[src/rtl/mem_dump_tx_pkg.sv]
// Shared constants and FSM encoding for the data-memory dump transmitter.
// ADDR_W/DATA_W match the processor's data memory.
package mem_dump_tx_pkg;

  localparam int DUMP_ADDR_W = 8;
  localparam int DUMP_DATA_W = 16;
  localparam logic [7:0] DUMP_HDR_BYTE = 8'hA5;

  typedef enum logic [2:0] {
    S_IDLE    = 3'd0,
    S_HDR     = 3'd1,
    S_READ    = 3'd2,
    S_WAIT    = 3'd3,
    S_SEND_HI = 3'd4,
    S_SEND_LO = 3'd5,
    S_SUM     = 3'd6,
    S_DONE    = 3'd7
  } state_t;

endpackage

[src/rtl/mem_dump_tx.sv]
// Reads a (possibly wrapping) range of data-memory words and streams them as
// header, hi/lo byte pairs and an XOR checksum over a valid/ready byte port.
module mem_dump_tx
  import mem_dump_tx_pkg::*;
#(
  parameter int         ADDR_W   = DUMP_ADDR_W,
  parameter int         DATA_W   = DUMP_DATA_W,
  parameter logic [7:0] HDR_BYTE = DUMP_HDR_BYTE
) (
  input  logic              clk,
  input  logic              rst,
  input  logic              start,
  input  logic [ADDR_W-1:0] first_addr,
  input  logic [ADDR_W-1:0] last_addr,
  output logic              busy,
  output logic              done,
  output logic              mem_rd_en,
  output logic [ADDR_W-1:0] mem_addr,
  input  logic [DATA_W-1:0] mem_rdata,
  output logic              tx_valid,
  input  logic              tx_ready,
  output logic [7:0]        tx_data,
  output logic [2:0]        dbg_state
);

  // Byte handshake: a byte moves when tx_valid && tx_ready at a rising edge;
  // while tx_valid is high and tx_ready low, tx_data is held unchanged.

  state_t            state, state_nxt;
  logic [ADDR_W-1:0] addr_q;
  logic [ADDR_W-1:0] last_q;
  logic [7:0]        lo_q;
  logic [7:0]        csum_q;
  logic [7:0]        tx_data_q;
  logic              last_word;

  assign last_word = (addr_q == last_q);

  always_ff @(posedge clk or posedge rst) begin
    if (rst) state <= S_IDLE;
    else     state <= state_nxt;
  end

  always_comb begin
    state_nxt = state;
    busy      = 1'b0;
    done      = 1'b0;
    mem_rd_en = 1'b0;
    tx_valid  = 1'b0;
    case (state)
      S_IDLE: begin
        if (start) state_nxt = S_HDR;
      end
      S_HDR: begin
        busy     = 1'b1;
        tx_valid = 1'b1;
        if (tx_ready) state_nxt = S_READ;
      end
      S_READ: begin
        busy      = 1'b1;
        mem_rd_en = 1'b1;
        state_nxt = S_WAIT;
      end
      S_WAIT: begin
        busy      = 1'b1;
        state_nxt = S_SEND_HI;
      end
      S_SEND_HI: begin
        busy     = 1'b1;
        tx_valid = 1'b1;
        if (tx_ready) state_nxt = S_SEND_LO;
      end
      S_SEND_LO: begin
        busy     = 1'b1;
        tx_valid = 1'b1;
        if (tx_ready) state_nxt = last_word ? S_SUM : S_READ;
      end
      S_SUM: begin
        busy     = 1'b1;
        tx_valid = 1'b1;
        if (tx_ready) state_nxt = S_DONE;
      end
      S_DONE: begin
        done      = 1'b1;
        state_nxt = S_IDLE;
      end
      default: state_nxt = S_IDLE;
    endcase
  end

  // tx_data is loaded one state ahead so it is already stable when tx_valid rises.
  always_ff @(posedge clk or posedge rst) begin
    if (rst) begin
      addr_q    <= '0;
      last_q    <= '0;
      lo_q      <= '0;
      csum_q    <= '0;
      tx_data_q <= '0;
    end else begin
      case (state)
        S_IDLE: begin
          if (start) begin
            addr_q    <= first_addr;
            last_q    <= last_addr;
            csum_q    <= '0;
            tx_data_q <= HDR_BYTE;
          end
        end
        S_WAIT: begin
          lo_q      <= mem_rdata[7:0];
          csum_q    <= csum_q ^ mem_rdata[15:8] ^ mem_rdata[7:0];
          tx_data_q <= mem_rdata[15:8];
        end
        S_SEND_HI: begin
          if (tx_ready) tx_data_q <= lo_q;
        end
        S_SEND_LO: begin
          if (tx_ready) begin
            if (last_word) tx_data_q <= csum_q;
            else           addr_q    <= addr_q + 1'b1;
          end
        end
        default: ;
      endcase
    end
  end

  assign mem_addr  = addr_q;
  assign tx_data   = tx_data_q;
  assign dbg_state = state;

endmodule

[config.mk]
export PLATFORM = sky130hd
export DESIGN_NAME = mem_dump_tx
export DESIGN_NICKNAME = d
export VERILOG_FILES = /design/src/rtl/mem_dump_tx_pkg.sv /design/src/rtl/mem_dump_tx.sv
export SDC_FILE = /design/constraint.sdc
export NUM_CORES = 1
export LEC_CHECK = 0
export ABC_AREA = 1
export CAP_MARGIN = 20
export CORE_UTILIZATION = 40
export DETAILED_ROUTE_END_ITERATION = 12
export GPL_TIMING_DRIVEN = 0
export PLACE_DENSITY = 0.65
export SETUP_SLACK_MARGIN = 0.3
export SLEW_MARGIN = 5
export SYNTH_ARGS = -nofsm -noshare
export SYNTH_HDL_FRONTEND = slang
export SYNTH_SLANG_ARGS = --single-unit
[constraint.sdc]
create_clock -name clk -period 1.9 [get_ports clk]
set_input_delay 0.38 -clock clk [delete_from_list [all_inputs] [get_ports clk]]
set_output_delay 0.38 -clock clk [all_outputs]
set_load 0.05 [all_outputs]
# Word level (Yosys, flattened, before mapping)
# Cells that the tools add are included.
# totals
output_inout_bits	23
word_cells	57
register_bits	43
# op_classes
bitwise	2
n_reduce_logical	11
eq_ne	15
n_addsub	1
muxes	22
# op_table
cell	n
two-way mux 8 bit	8
case mux 8 bit (2 select lines)	2
case mux 8 bit (4 select lines)	1
case mux 3 bit (8 select lines)	1
two-way mux 3 bit	6
bitwise XOR 8 bit	2
inequality test 2 bit, second input constant	7
equality test 3 bit, second input constant	4
AND reduction 5 bit	2
adder 8 x 1 -> 8 bit, second input constant	1
equality test 8 bit	1
equality test 3 x 2 -> 1 bit, second input constant	2
OR reduction 6 bit	1
two-way mux 1 bit	4
AND reduction 2 bit	2
AND reduction 4 bit	1
nonzero test 2 bit	2
nonzero test 4 bit	1
OR reduction 4 bit	1
equality test 3 x 1 -> 1 bit, second input constant	1
zero test 3 bit	1

# Logic depth before layout (Yosys ltp)
# depth
ltp_word	4
depth_mapped	11
mapped_depth_nobuf	11

# Worst setup path before layout
# Ideal clock, no wire load.
# synth_path
kind	register -> output
start	register state[0], in the netlist dbg_state[0]
end	output port busy
n_path_buf	0
path_stages_with_launch	4
arrival_time_ns	1.786
setup_slack_ns	-0.266
cell_sequence	dfrtp_1 ha_1 inv_1 o211ai_1
# synth_via
elab_chain_len	3
elab_cells_between_ends	8
cone_classes	eq/ne: 6; mux: 1; reduce/logical: 1
# synth_lines
element	line_no	source
start: declaration	mem_dump_tx.sv:29	state_t state, state_nxt;
start signal: assignment	mem_dump_tx.sv:41	else state <= state_nxt;
equality test 3 bit, or another cell as far along	mem_dump_tx.sv:50	case (state)
OR reduction 6 bit (no source line) (*)	--	
two-way mux 1 bit (*)	mem_dump_tx.sv:50	
end: declaration	mem_dump_tx.sv:15	output logic busy,
# Every way passes the cells marked *; elsewhere a longest branch is shown, timed or not.

# Worst setup path in the final report
# Ends and elaborated chain as after synthesis.

==> flow_metrics.env <==
export IMPL_outcome="completed"
export IMPL_synthesis_yosys_warnings=0
export IMPL_synth_largest_type_area_fraction_pct=43.4
export IMPL_grt_setup_unrepaired="yes"
export IMPL_power_share_sequential_pct=25.2
export IMPL_crit_arrival_ns=1.49
export IMPL_hold_class="input port to asynchronous set/reset pin"
export IMPL_initial_utilization_pct=41.7
export IMPL_worst_skew_pair_late_latency_ns=0.30
export IMPL_global_route_overflow_total=0
export IMPL_cts_sink_count=43
export IMPL_layout_drive_gt1_share_pct=24.9
export IMPL_ant_nets=0
export IMPL_power_net_switching_mw=3.30
export IMPL_synth_seq_cells=43
export IMPL_cts_tree="yes"
export IMPL_synthTopCellsByArea="sky130_fd_sc_hd__dfrtp_1, sky130_fd_sc_hd__nand2_1, sky130_fd_sc_hd__inv_1"
export IMPL_detail_route_wl_per_cell_microns=13.7
export IMPL_final_instance_count_excl_fill=457
export IMPL_fin_worst_hold_slack_ns=0.352
export IMPL_initialDrtViolationCount=108
export IMPL_post_synth_top_count_cell="sky130_fd_sc_hd__nand2_1"
export IMPL_drt_pre_antenna_iters=4
export IMPL_synth_largest_area_cell="sky130_fd_sc_hd__dfrtp_1"
export IMPL_core_region_area_sq_um=5960
export IMPL_grt_start_max_net_pins=32
export IMPL_layout_nets=422
export IMPL_dpl_cell_count=433
export IMPL_final_min_period_over_clock_period_pct=98.3
export IMPL_cp_start_kind="flip-flop"
export IMPL_ys_seq_area_share_pct=43.4
export IMPL_grt_antenna_before_repair=0
export IMPL_cts_max_level=2
export IMPL_wl_microns=6280
export IMPL_slew_headroom_pct=64.7
export IMPL_drc=0
export IMPL_max_vdd_ir_drop_v=0.000868
export IMPL_cts_buffer_depth=2
export IMPL_max_slew_worst_pin_slew_ns=0.531
export IMPL_synth_enable_flop_cells=0
export IMPL_syn_area_per_cell_sq_um=8.30
export IMPL_ioPinCount=59
export IMPL_die_width_microns=80.8
export IMPL_number_of_global_route_vias_before_repair=2277
export IMPL_port_buffers=58
export IMPL_count_of_vias_placed_by_the_detailed_router=2279
export IMPL_core_rowCount=28
export IMPL_cap_violations=0
export IMPL_die_y_microns=80.8
export IMPL_p_sw_share_pct=49.5
export IMPL_maxClockFrequency_mhz=536
export IMPL_setup_tns_final_ns=0
export IMPL_clock_power_share_pct=8.6
export IMPL_power_total_mw=6.68
export IMPL_grt_total_usage_pct=20.8
export IMPL_synth_async_sr_flop_share_pct=100
export IMPL_path_max_fanout=5
export IMPL_cts_made_buffers=5
export IMPL_critPathCaptureType="output port"
export IMPL_post_dp_hpwl_microns=4320
export IMPL_worst_endpoint_required_ns=1.52
export IMPL_final_period_minus_worst_setup_slack_ns=1.87
export IMPL_post_synth_instance_area_sq_um=2480
export IMPL_share_comb_of_total_power_pct=66.2
export IMPL_synth_distinct_cells=29
export IMPL_max_clock_skew_ns=0.00905
export IMPL_insertedDiodeCount=0
export IMPL_design_die_area_sq_um=6520
export IMPL_mappedNetlistNets=340
export IMPL_post_synth_most_frequent_cells="sky130_fd_sc_hd__nand2_1, sky130_fd_sc_hd__dfrtp_1, sky130_fd_sc_hd__inv_1"
export IMPL_detail_route_vias_per_cell=4.99
export IMPL_place_congestion=0.804
export IMPL_final_hold_violation_count=0
export IMPL_postSynth_topFlopCell="sky130_fd_sc_hd__dfrtp_1"
export IMPL_pwr_density_cell_nw_per_um2=1880
export IMPL_clock_root_buffer="sky130_fd_sc_hd__clkbuf_8"
export IMPL_clock_pin_slew_on_the_worst_setup_and_hold_paths_ns=0.08
export IMPL_syn_inst=299
export IMPL_grt_first_pass_wirelength_microns=10300
export IMPL_syn_to_final_growth_pct=43.3
export IMPL_critPathKind="flip-flop to output port"
export IMPL_p_leak_nw=1.65
export IMPL_setup_violations_final=0
export IMPL_p_int_mw=3.38
export IMPL_final_core_occ_pct=59.7
export IMPL_slew_viol_final=0
-- area by class of cell --
type / count / area (sq um)
Buffer: 9 / 72.6
Clock buffer: 6 / 72.6
Clock inverter: 2 / 12.5
Fill cell: 527 / 2400
Inverter: 37 / 150
Multi-Input combinational cell: 210 / 1320
Sequential cell: 43 / 1080
Tap cell: 75 / 93.8
Timing Repair Buffer: 74 / 747
Timing Repair inverter: 1 / 7.51
-- cells by family after synthesis --
kind of cell	after synthesis	synth area share [%]
adder cells (fa/ha/maj)	5	2.52
buffers and inverters	46	7.92
AND/OR/NAND/NOR	118	20.8
multiplexers	5	2.27
flip-flops	43	43.4
XOR/XNOR	22	7.77
AO/OA/AOI/OAI	60	15.3
-- layout by cell type, fill, tap and decap left out, types with 3 or more instances in the layout --
master / count
sky130_fd_sc_hd__inv_2: 5
sky130_fd_sc_hd__clkdlybuf4s15_1: 7
sky130_fd_sc_hd__xnor2_1: 13
sky130_fd_sc_hd__nand3_1: 18
sky130_fd_sc_hd__clkbuf_2: 3
sky130_fd_sc_hd__clkdlybuf4s50_1: 35
sky130_fd_sc_hd__dfrtp_1: 40
sky130_fd_sc_hd__nor2_1: 8
sky130_fd_sc_hd__clkdlybuf4s15_2: 6
sky130_fd_sc_hd__ha_4: 3
sky130_fd_sc_hd__inv_1: 28
sky130_fd_sc_hd__nand2_4: 6
sky130_fd_sc_hd__buf_4: 15
sky130_fd_sc_hd__a21oi_1: 8
sky130_fd_sc_hd__dlygate4sd2_1: 4
sky130_fd_sc_hd__clkbuf_8: 5
sky130_fd_sc_hd__o21ai_2: 10
sky130_fd_sc_hd__o22ai_1: 15
sky130_fd_sc_hd__inv_4: 3
sky130_fd_sc_hd__buf_6: 5
sky130_fd_sc_hd__xor2_1: 9
sky130_fd_sc_hd__buf_2: 3
sky130_fd_sc_hd__dfrtp_2: 3
sky130_fd_sc_hd__o21ai_0: 17
sky130_fd_sc_hd__clkinvlp_4: 3
sky130_fd_sc_hd__mux2_2: 5
sky130_fd_sc_hd__nand2_2: 8
sky130_fd_sc_hd__a211oi_1: 4
sky130_fd_sc_hd__nand2_1: 72
-- metal layers --
| layer | vias up | GRT usage, % | part of all wire (%) | wire length [microns] |
|---|---|---|---|---|
| met5 | - | 0 | 0 | 0 |
| met4 | 0 | 8.21 | 1.5 | 96 |
| met3 | 9 | 3.15 | 5.5 | 344 |
| met2 | 63 | 37.2 | 51 | 3190 |
| met1 | 1070 | 25.0 | 42 | 2650 |
| li1 | 1137 | - | - | - |
-- flip-flops by register name (all words and copies together) (netlist names) --
register   count
last_q         8
dbg_state      3
tx_data        8
lo_q           8
mem_addr       8
csum_q         8
-- what timing repair did --
action	4_1_cts	5_1_grt
hold endpoints to repair	0	0
hold buffers	0	0
cloned	2	0
setup buffers	10	4
endpoints found under the setup margin	59	43
resized for setup	94	17
pin swaps	5	2
-- power by group through the flow --
stage | Combinational (mW) | Clock [mW] | Sequential, mW
floorplan | 2.14 | 0 | 2.25
global placement | 3.67 | 0 | 1.69
detailed placement | 3.74 | 0 | 1.71
CTS | 4.31 | 0.597 | 1.67
global route | 4.80 | 0.617 | 1.74
finish | 4.42 | 0.576 | 1.68
-- path summary, 6_finish.rpt --
kind / start / endpoint / cells after the start / slack, ns
max: dbg_state[0]$_DFFE_PP0P_ / busy / 6 / 0.03
min: rst / last_q[4]$_DFFE_PP0P_ / 2 / 0.35
max reg2reg: dbg_state[0]$_DFFE_PP0P_ / tx_data[7]$_DFFE_PP0P_ / 11 / 0.13
min reg2reg: tx_data[4]$_DFFE_PP0P_ / tx_data[4]$_DFFE_PP0P_ / 2 / 0.48
max in group asynchronous: rst / dbg_state[1]$_DFFE_PP0P_ / 3 / 1.06
min in group clk: tx_data[4]$_DFFE_PP0P_ / tx_data[4]$_DFFE_PP0P_ / 2 / 0.48
-- per-stage QoR --
| step | worst slack, ns | cell area (sq um) |
|---|---|---|
| final | 0.0331 | 3550 |
| after global routing | -0.0104 | 3550 |
| after CTS | 0.0226 | 3500 |
| after detailed placement | -0.468 | 3200 |
| after global placement | -0.609 | 3180 |
| after floorplan | -0.0803 | 2500 |
-- critical path, cell delays in order, from the launching register on --
cell and delay (ns):
sky130_fd_sc_hd__dfrtp_2 0.47, sky130_fd_sc_hd__ha_4 0.19, sky130_fd_sc_hd__inv_4 0.08, sky130_fd_sc_hd__nor2_8 0.04, sky130_fd_sc_hd__inv_2 0.09, sky130_fd_sc_hd__o211ai_1 0.11, sky130_fd_sc_hd__buf_4 0.21
(Power assumes the default switching activity.)
